<file path="src/rtl/surprise_slot_manager.sv">
// rtl/surprise_slot_manager.sv - enable, score-queue and respawn state for the on-screen surprise slots
module surprise_slot_manager #(
    parameter int N_SLOTS        = 8,
    parameter int RESPAWN_FRAMES = 120,
    parameter int TIMER_W        = 8
) (
    input  logic                 clk,
    input  logic                 resetN,
    input  logic                 startOfFrame,
    input  logic                 pause,
    input  logic                 hit_valid,
    input  logic [N_SLOTS-1:0]   hit_bus,
    input  logic                 level_load,
    input  logic [N_SLOTS-1:0]   level_mask,
    output logic [N_SLOTS-1:0]   enable_all,
    output logic                 score_valid,
    output logic [2:0]           score_slot,
    output logic                 all_collected
);

    localparam logic [TIMER_W-1:0] RespawnLoad = TIMER_W'(RESPAWN_FRAMES);

    logic [N_SLOTS-1:0] activeMask;
    logic [N_SLOTS-1:0] pending;
    logic [TIMER_W-1:0] timer [N_SLOTS];

    logic [N_SLOTS-1:0] hitMask;
    logic [N_SLOTS-1:0] drainClear;
    logic [2:0]         drainIdx;
    logic               drainAny;
    logic               frameTick;

    // Qualify hits against currently enabled slots and pick the lowest pending slot to score.
    always_comb begin
        hitMask    = {N_SLOTS{hit_valid}} & hit_bus & enable_all;
        drainAny   = |pending;
        drainIdx   = 3'd0;
        drainClear = '0;
        for (int i = N_SLOTS - 1; i >= 0; i--) begin
            if (pending[i]) begin
                drainIdx = 3'(i);
            end
        end
        if (drainAny) begin
            drainClear[drainIdx] = 1'b1;
        end
        frameTick = startOfFrame & ~pause;
    end

    // Slot state: reset, then level load, otherwise hits, score drain and frame-based respawn.
    always_ff @(posedge clk) begin
        if (!resetN) begin
            enable_all  <= '1;
            activeMask  <= '1;
            pending     <= '0;
            score_valid <= 1'b0;
            score_slot  <= 3'd0;
            for (int i = 0; i < N_SLOTS; i++) begin
                timer[i] <= '0;
            end
        end else if (level_load) begin
            enable_all  <= level_mask;
            activeMask  <= level_mask;
            pending     <= '0;
            score_valid <= 1'b0;
            for (int i = 0; i < N_SLOTS; i++) begin
                timer[i] <= '0;
            end
        end else begin
            // Drain works on the pending set as it stood before this edge's hits arrive.
            score_valid <= drainAny;
            if (drainAny) begin
                score_slot <= drainIdx;
            end
            pending <= (pending & ~drainClear) | hitMask;
            for (int i = 0; i < N_SLOTS; i++) begin
                if (hitMask[i]) begin
                    // A hit always takes the full reload; a coincident frame is not counted.
                    enable_all[i] <= 1'b0;
                    timer[i]      <= RespawnLoad;
                end else if (frameTick && !enable_all[i] && activeMask[i] && timer[i] != '0) begin
                    timer[i] <= timer[i] - 1'b1;
                    if (timer[i] == TIMER_W'(1)) begin
                        enable_all[i] <= 1'b1;
                    end
                end
            end
        end
    end

    // Level is cleared once every active slot is taken and every score has been issued.
    always_comb begin
        all_collected = (activeMask != '0) && ((enable_all & activeMask) == '0) && (pending == '0);
    end

endmodule

</file>
<file path="config.mk">
export PLATFORM = sky130hd
export DESIGN_NAME = surprise_slot_manager
export DESIGN_NICKNAME = d
export VERILOG_FILES = /design/src/rtl/surprise_slot_manager.sv
export SDC_FILE = /design/constraint.sdc
export NUM_CORES = 1
export LEC_CHECK = 0
export ABC_AREA = 1
export BUFFER_PORTS_ARGS = -buffer_cell sky130_fd_sc_hd__buf_4
export CORE_MARGIN = 4
export CORE_UTILIZATION = 60
export DETAILED_ROUTE_END_ITERATION = 8
export GPL_ROUTABILITY_DRIVEN = 0
export HOLD_SLACK_MARGIN = 0.05
export PLACE_DENSITY_LB_ADDON = 0.25
export SKIP_LAST_GASP = 1
export SYNTH_ARGS = -nofsm -noshare
export SYNTH_HDL_FRONTEND = slang
export SYNTH_SLANG_ARGS = --single-unit
</file>
<file path="constraint.sdc">
create_clock -name clk -period 1.95 [get_ports clk]
set_clock_uncertainty 0.05 [all_clocks]
set_input_delay 0.195 -clock clk [delete_from_list [all_inputs] [get_ports clk]]
set_output_delay 0.195 -clock clk [all_outputs]
set_load 0.05 [all_outputs]
</file>
# Word-level counts from Yosys, hierarchy flattened
# Memory sizes are Yosys's and may differ from the RTL's.
# Cells that the tools add are included.
# totals
ram_bits	64
output_inout_bits	13
register_bits	28
memories	1
# mem_list
name	depth	width	rd	rd_clocked_by_memory_dff	write_ports	line_no	rtl
timer	8	8	8	0	8	25	logic [TIMER_W-1:0] timer [N_SLOTS];
# classes
addsub	8
eq_ne	8
n_bitwise	34
magnitude_cmp	2
n_mux	136
reduce_logical	73
# ops
cell	count
8-bit 2-to-1 mux	26
1-bit 2-to-1 mux	101
8-bit nonzero test	9
8-bit by 1-bit equality test with 1-bit output (second input constant)	8
8-bit by 1-bit subtractor with 8-bit output (second input constant)	8
3-bit nonzero test	16
8-bit AND	4
1-bit logical AND	27
3-bit 2-to-1 mux	8
1-bit OR	24
2-bit AND reduction	9
8-bit zero test	2
1-bit zero test	8
8-bit inverter	1
8-bit OR	1
8-bit OR reduction	1
3-bit by 4-bit < comparator with 1-bit output (second input constant)	1
1-bit demux with 3-bit select	1
3-bit by 1-bit greater-or-equal comparator with 1-bit output (second input constant)	1
1-bit inverter	3
2-bit OR reduction	1
1-bit AND	1

# Longest topological paths before layout
# logic_depth
ltp_word	16
depth_mapped	11
ltp_nobuf	11

# Worst setup path after synthesis
# Ideal clock, no wire load.
# synth_timing
path_kind	register to output
start	register enable_all[4]
end	output port all_collected
t_required_ns	1.705
path_stages_with_launch	6
path_slack_ns	0.085
arrival_ns	1.620
n_path_buf	0
path_cell_list	dfxtp_1 > nand2_1 > nand2_1 > a221oi_1 > nand3_1 > nor2_1
# synth_via
elab_chain_cells	4
# synth_lines
item	line_no	rtl
start: declaration	15	output logic [N_SLOTS-1:0] enable_all,
start signal: assignment	62	enable_all <= level_mask;
8-bit AND	93	all_collected = (activeMask != '0) && ((enable_all & activeMask) == '0) && (pending == '0);
8-bit zero test	93	
1-bit logical AND (2 in series)	93	
end: declaration	18	output logic all_collected
# Every way passes these cells.

# Worst setup path in the final report
# layout_timing
start	register pending[1]
end	output port all_collected
# layout_via
elab_chain_cells	2
# layout_lines
item	line_no	rtl
start: declaration	24	logic [N_SLOTS-1:0] pending;
start signal: assignment	75	pending <= (pending & ~drainClear) | hitMask;
8-bit zero test	93	
1-bit logical AND	93	
# Every way passes these cells.

==> metrics.md <==
| Metric | Value |
|---|---|
| Worst Hold Margin | 0.1494 ns |
| Largest cells by area after synthesis | edfxtp_1, dfxtp_1, nand2_1, nor2_1, inv_1 |
| Number of global-route vias before repair | 3,984 |
| Clk_lat worst skew | around 0.36 ns |
| IO Port Bufs | 34 |
| Post-synthesis adder-cell area fraction | 0.04267 |
| Num ports | 35 |
| Row cnt | 33 |
| GRT Total Usage | 0.2240 |
| Ys async rst share | 0 |
| Warnings from Yosys | 0 |
| RSZ-0062 raised after global routing | no |
| Layout cell share with drive strength beyond 1 | 0.1894 |
| Setup bufs post-CTS | 0 |
| Number of filler cells placed in the layout | between 600 and 700 |
| Placed cell count | 741 |
| Reg-to-Reg Start | timer[1][8] |
| Avg Vias per Cell | 5.498 |
| Final setup TNS | 0 ns |
| Worst Path Buf+Inv | 2 |
| Pleak | around 2.7 nW |
| Final period demand of the worst path | 1.824 ns |
| Synth Area in Compound Gates | 0.07610 |
| Bufs on Longest Clock Path | 2 |
| Hold Crit Start | hit_bus[6] |
| Worst path max stage delay | 0.33 ns |
| Peak Freq | between 500 and 600 MHz |
| Worst Tran Pin Value | between 0.3 and 0.4 ns |
| Num CTS Buffers | 9 |
| Synth top area share | 0.3642 |
| Crit-path slowest cell | dfxtp_1 |
| Cell area after layout | approximately 6000 um^2 |
| GRT Residual Overflow | 0 |
| Wire per inst | 14.25 um |
| First-pass GRT wire length | ~18,000 um |
| CP required | approximately 1.7 ns |
| Die area | about 10,000 um^2 |
| Register area share after synthesis | 0.4704 |
| DP HPWL | 8222 um |
| Post-route ant nets | 0 |
| Final slew viol count | 0 |
| Initial DRC Count | 210 |
| Initial Utilization | 0.6296 |
| Commonest cells after routing, fill and taps aside | nand2_1, nor2_1, inv_1 |
| # nets final | around 700 |
| Die Y | between 100 and 150 um |
| First element of the critical path | pending[1] |
| Via count | ~4,200 |
| Initial antenna violation count | 0 |
| Width of the die | between 100 and 150 um |
| Post-Synth XOR/XNOR Area | 0.05808 |
| Most common cell after layout, fill and taps aside | nand2_1 |
| Count of state elements after synthesis | 92 |
| VDD IR max | ~450 uV |
| Root Buffer | clkbuf_8 |
| Syn Std Cell Area | approximately 5300 um^2 |
| Largest family of logic cells by synthesized area | simple AND/OR/NAND/NOR gates |
| Crit path DAT | around 1.6 ns |
| Clock sink total | 92 |
| Max cap viols | 0 |
| Crit-path most repeated cell | nor2_2 |
| Clock-pin slew on the worst setup and hold paths | roughly 0.090 ns |
| Worst min path class | input port to register |
| CTS tree | done |
| Remaining DRCs | 0 |
| Syn nets | about 640 |
| CP startpoint kind | register |
| WL final | approximately 11,000 um |
| Main synth FF type | edfxtp_1 |
| # setup viols final | 0 |
| Core area | approximately 8400 um^2 |
| Critical Path Fanout Max | 4 |
| Pre-antenna DRT Iters | 5 |
| Relative slew slack | 0.7417 |
| Post-layout util | 0.7138 |
| Largest net degree at the start of global routing | 23 |
| EDFF count, synth | 64 |
| Crit. End Element | output port |
| Placed cell area | between 5000 and 6000 um^2 |
| H-tree levels | 3 |
| Outcome | finished clean |
| WS Path Type | register to output port |
| PwrDens | 750.5 nW/um^2 |
| Ant. Diodes | 0 |
| Family with the most delay on the worst path | simple AND/OR/NAND/NOR gates |
| Top cell type by total area after synthesis | edfxtp_1 |
| Crit-path cells | nor2_2 > nand3_1 > nor2_1 > inv_1 > nor2_2 > buf_6 |
| Distinct cells, synth | 44 |
| Period utilization | 0.9354 |
| Final Hold Vio Count | 0 |
| Area grow syn2layout | 13.37% |
| Mux share of post-synthesis cell area | 0 |
| Synth Area in Simple Gates | 0.2850 |
| Synthesized instance count | approximately 600 |
| Syn_area_per_cell | 8.781 um^2 |
| Non-filler instance count after layout | between 700 and 800 |
path summary, 6_finish.rpt:
path | to | slack, ns | cells past startpoint
worst max-delay path | all_collected | 0.13 | 6
worst min-delay path | pending[6] | 0.15 | 3
worst max register to register | timer[1][8] | 0.14 | 7
worst min register to register | pending[5] | 0.44 | 2
final cells by class:
class | count | area (um^2) | share of cell area
clock inverters | 6 | 68.82 | 0.01150
clock buffers | 10 | 137.6 | 0.02300
well taps | 105 | 131.4 | 0.02196
inverters | 80 | 302.8 | 0.05061
multi-input cells | 421 | 2454 | 0.4101
repair buffers | 51 | 406.6 | 0.06796
flip-flops and latches | 92 | 2482 | 0.4149
where the power goes:
group | total, mW | switching, mW | leakage, nW | internal [mW]
Sequential | 2.33 | 0.114 | 0.955 | 2.21
Combinational | 0.822 | 0.513 | 1.66 | 0.309
Clock | 1.34 | 0.702 | 0.104 | 0.639
Total | 4.49 | 1.33 | 2.72 | 3.16
what timing repair did:
action	CTS	global route
endpoints found under the setup margin	0	17
resized for setup	0	5
hold buffers	8	0
hold endpoints to repair	15	0
per-stage QoR:
stage	power (mW)	worst slack, ns
after floorplan	2.949	0.08517
after global placement	3.141	0.1843
after detailed placement	3.169	0.06558
after CTS	4.512	0.05320
after global routing	4.699	0.003900
final	4.491	0.1259
cells by family (layout without fill, tap and decap cells):
kind of cell	Yosys count	count (layout)
flops	92	92
simple gates	306	306
compound gates	62	62
buf+inv	88	147
fa+ha+maj	18	18
xor+xnor	35	35
worst reg2reg max path, cell delays in order, from the launching register on:
cell	delay, ns
edfxtp_1	0.44
inv_1	0.14
ha_1	0.21
nand2_1	0.12
o21ai_2	0.22
nand2_1	0.07
nand2_1	0.15
nand2_2	0.16
metal layers:
layer | track usage | vias to the layer above | part of all wire | routed length (um)
met2 | 0.3798 | 118 | 0.48 | 5270
met3 | 0.04063 | 21 | 0.052 | 569
met5 | 0 | - | 0 | 0
met4 | 0.06851 | 0 | 0.018 | 199
li1 | - | 2092 | - | -
met1 | 0.2928 | 1975 | 0.45 | 4860
registers in the layout (all words and copies together), names as in the netlist:
register     count
score_valid      1
pending          8
timer           64
enable_all       8
activeMask       8
score_slot       3
synthesized netlist by cell type, types with 7 or more instances:
library cell,count
a21oi_1,20
dfxtp_1,28
edfxtp_1,64
ha_1,18
inv_1,73
nand2_1,106
nand3_1,45
nand4_1,10
nor2_1,85
nor2_2,7
nor3_1,10
o21ai_0,17
o21ai_2,9
or2_2,8
xnor2_1,19
xor2_1,16
Note: power is estimated with default switching activity, not from simulation.
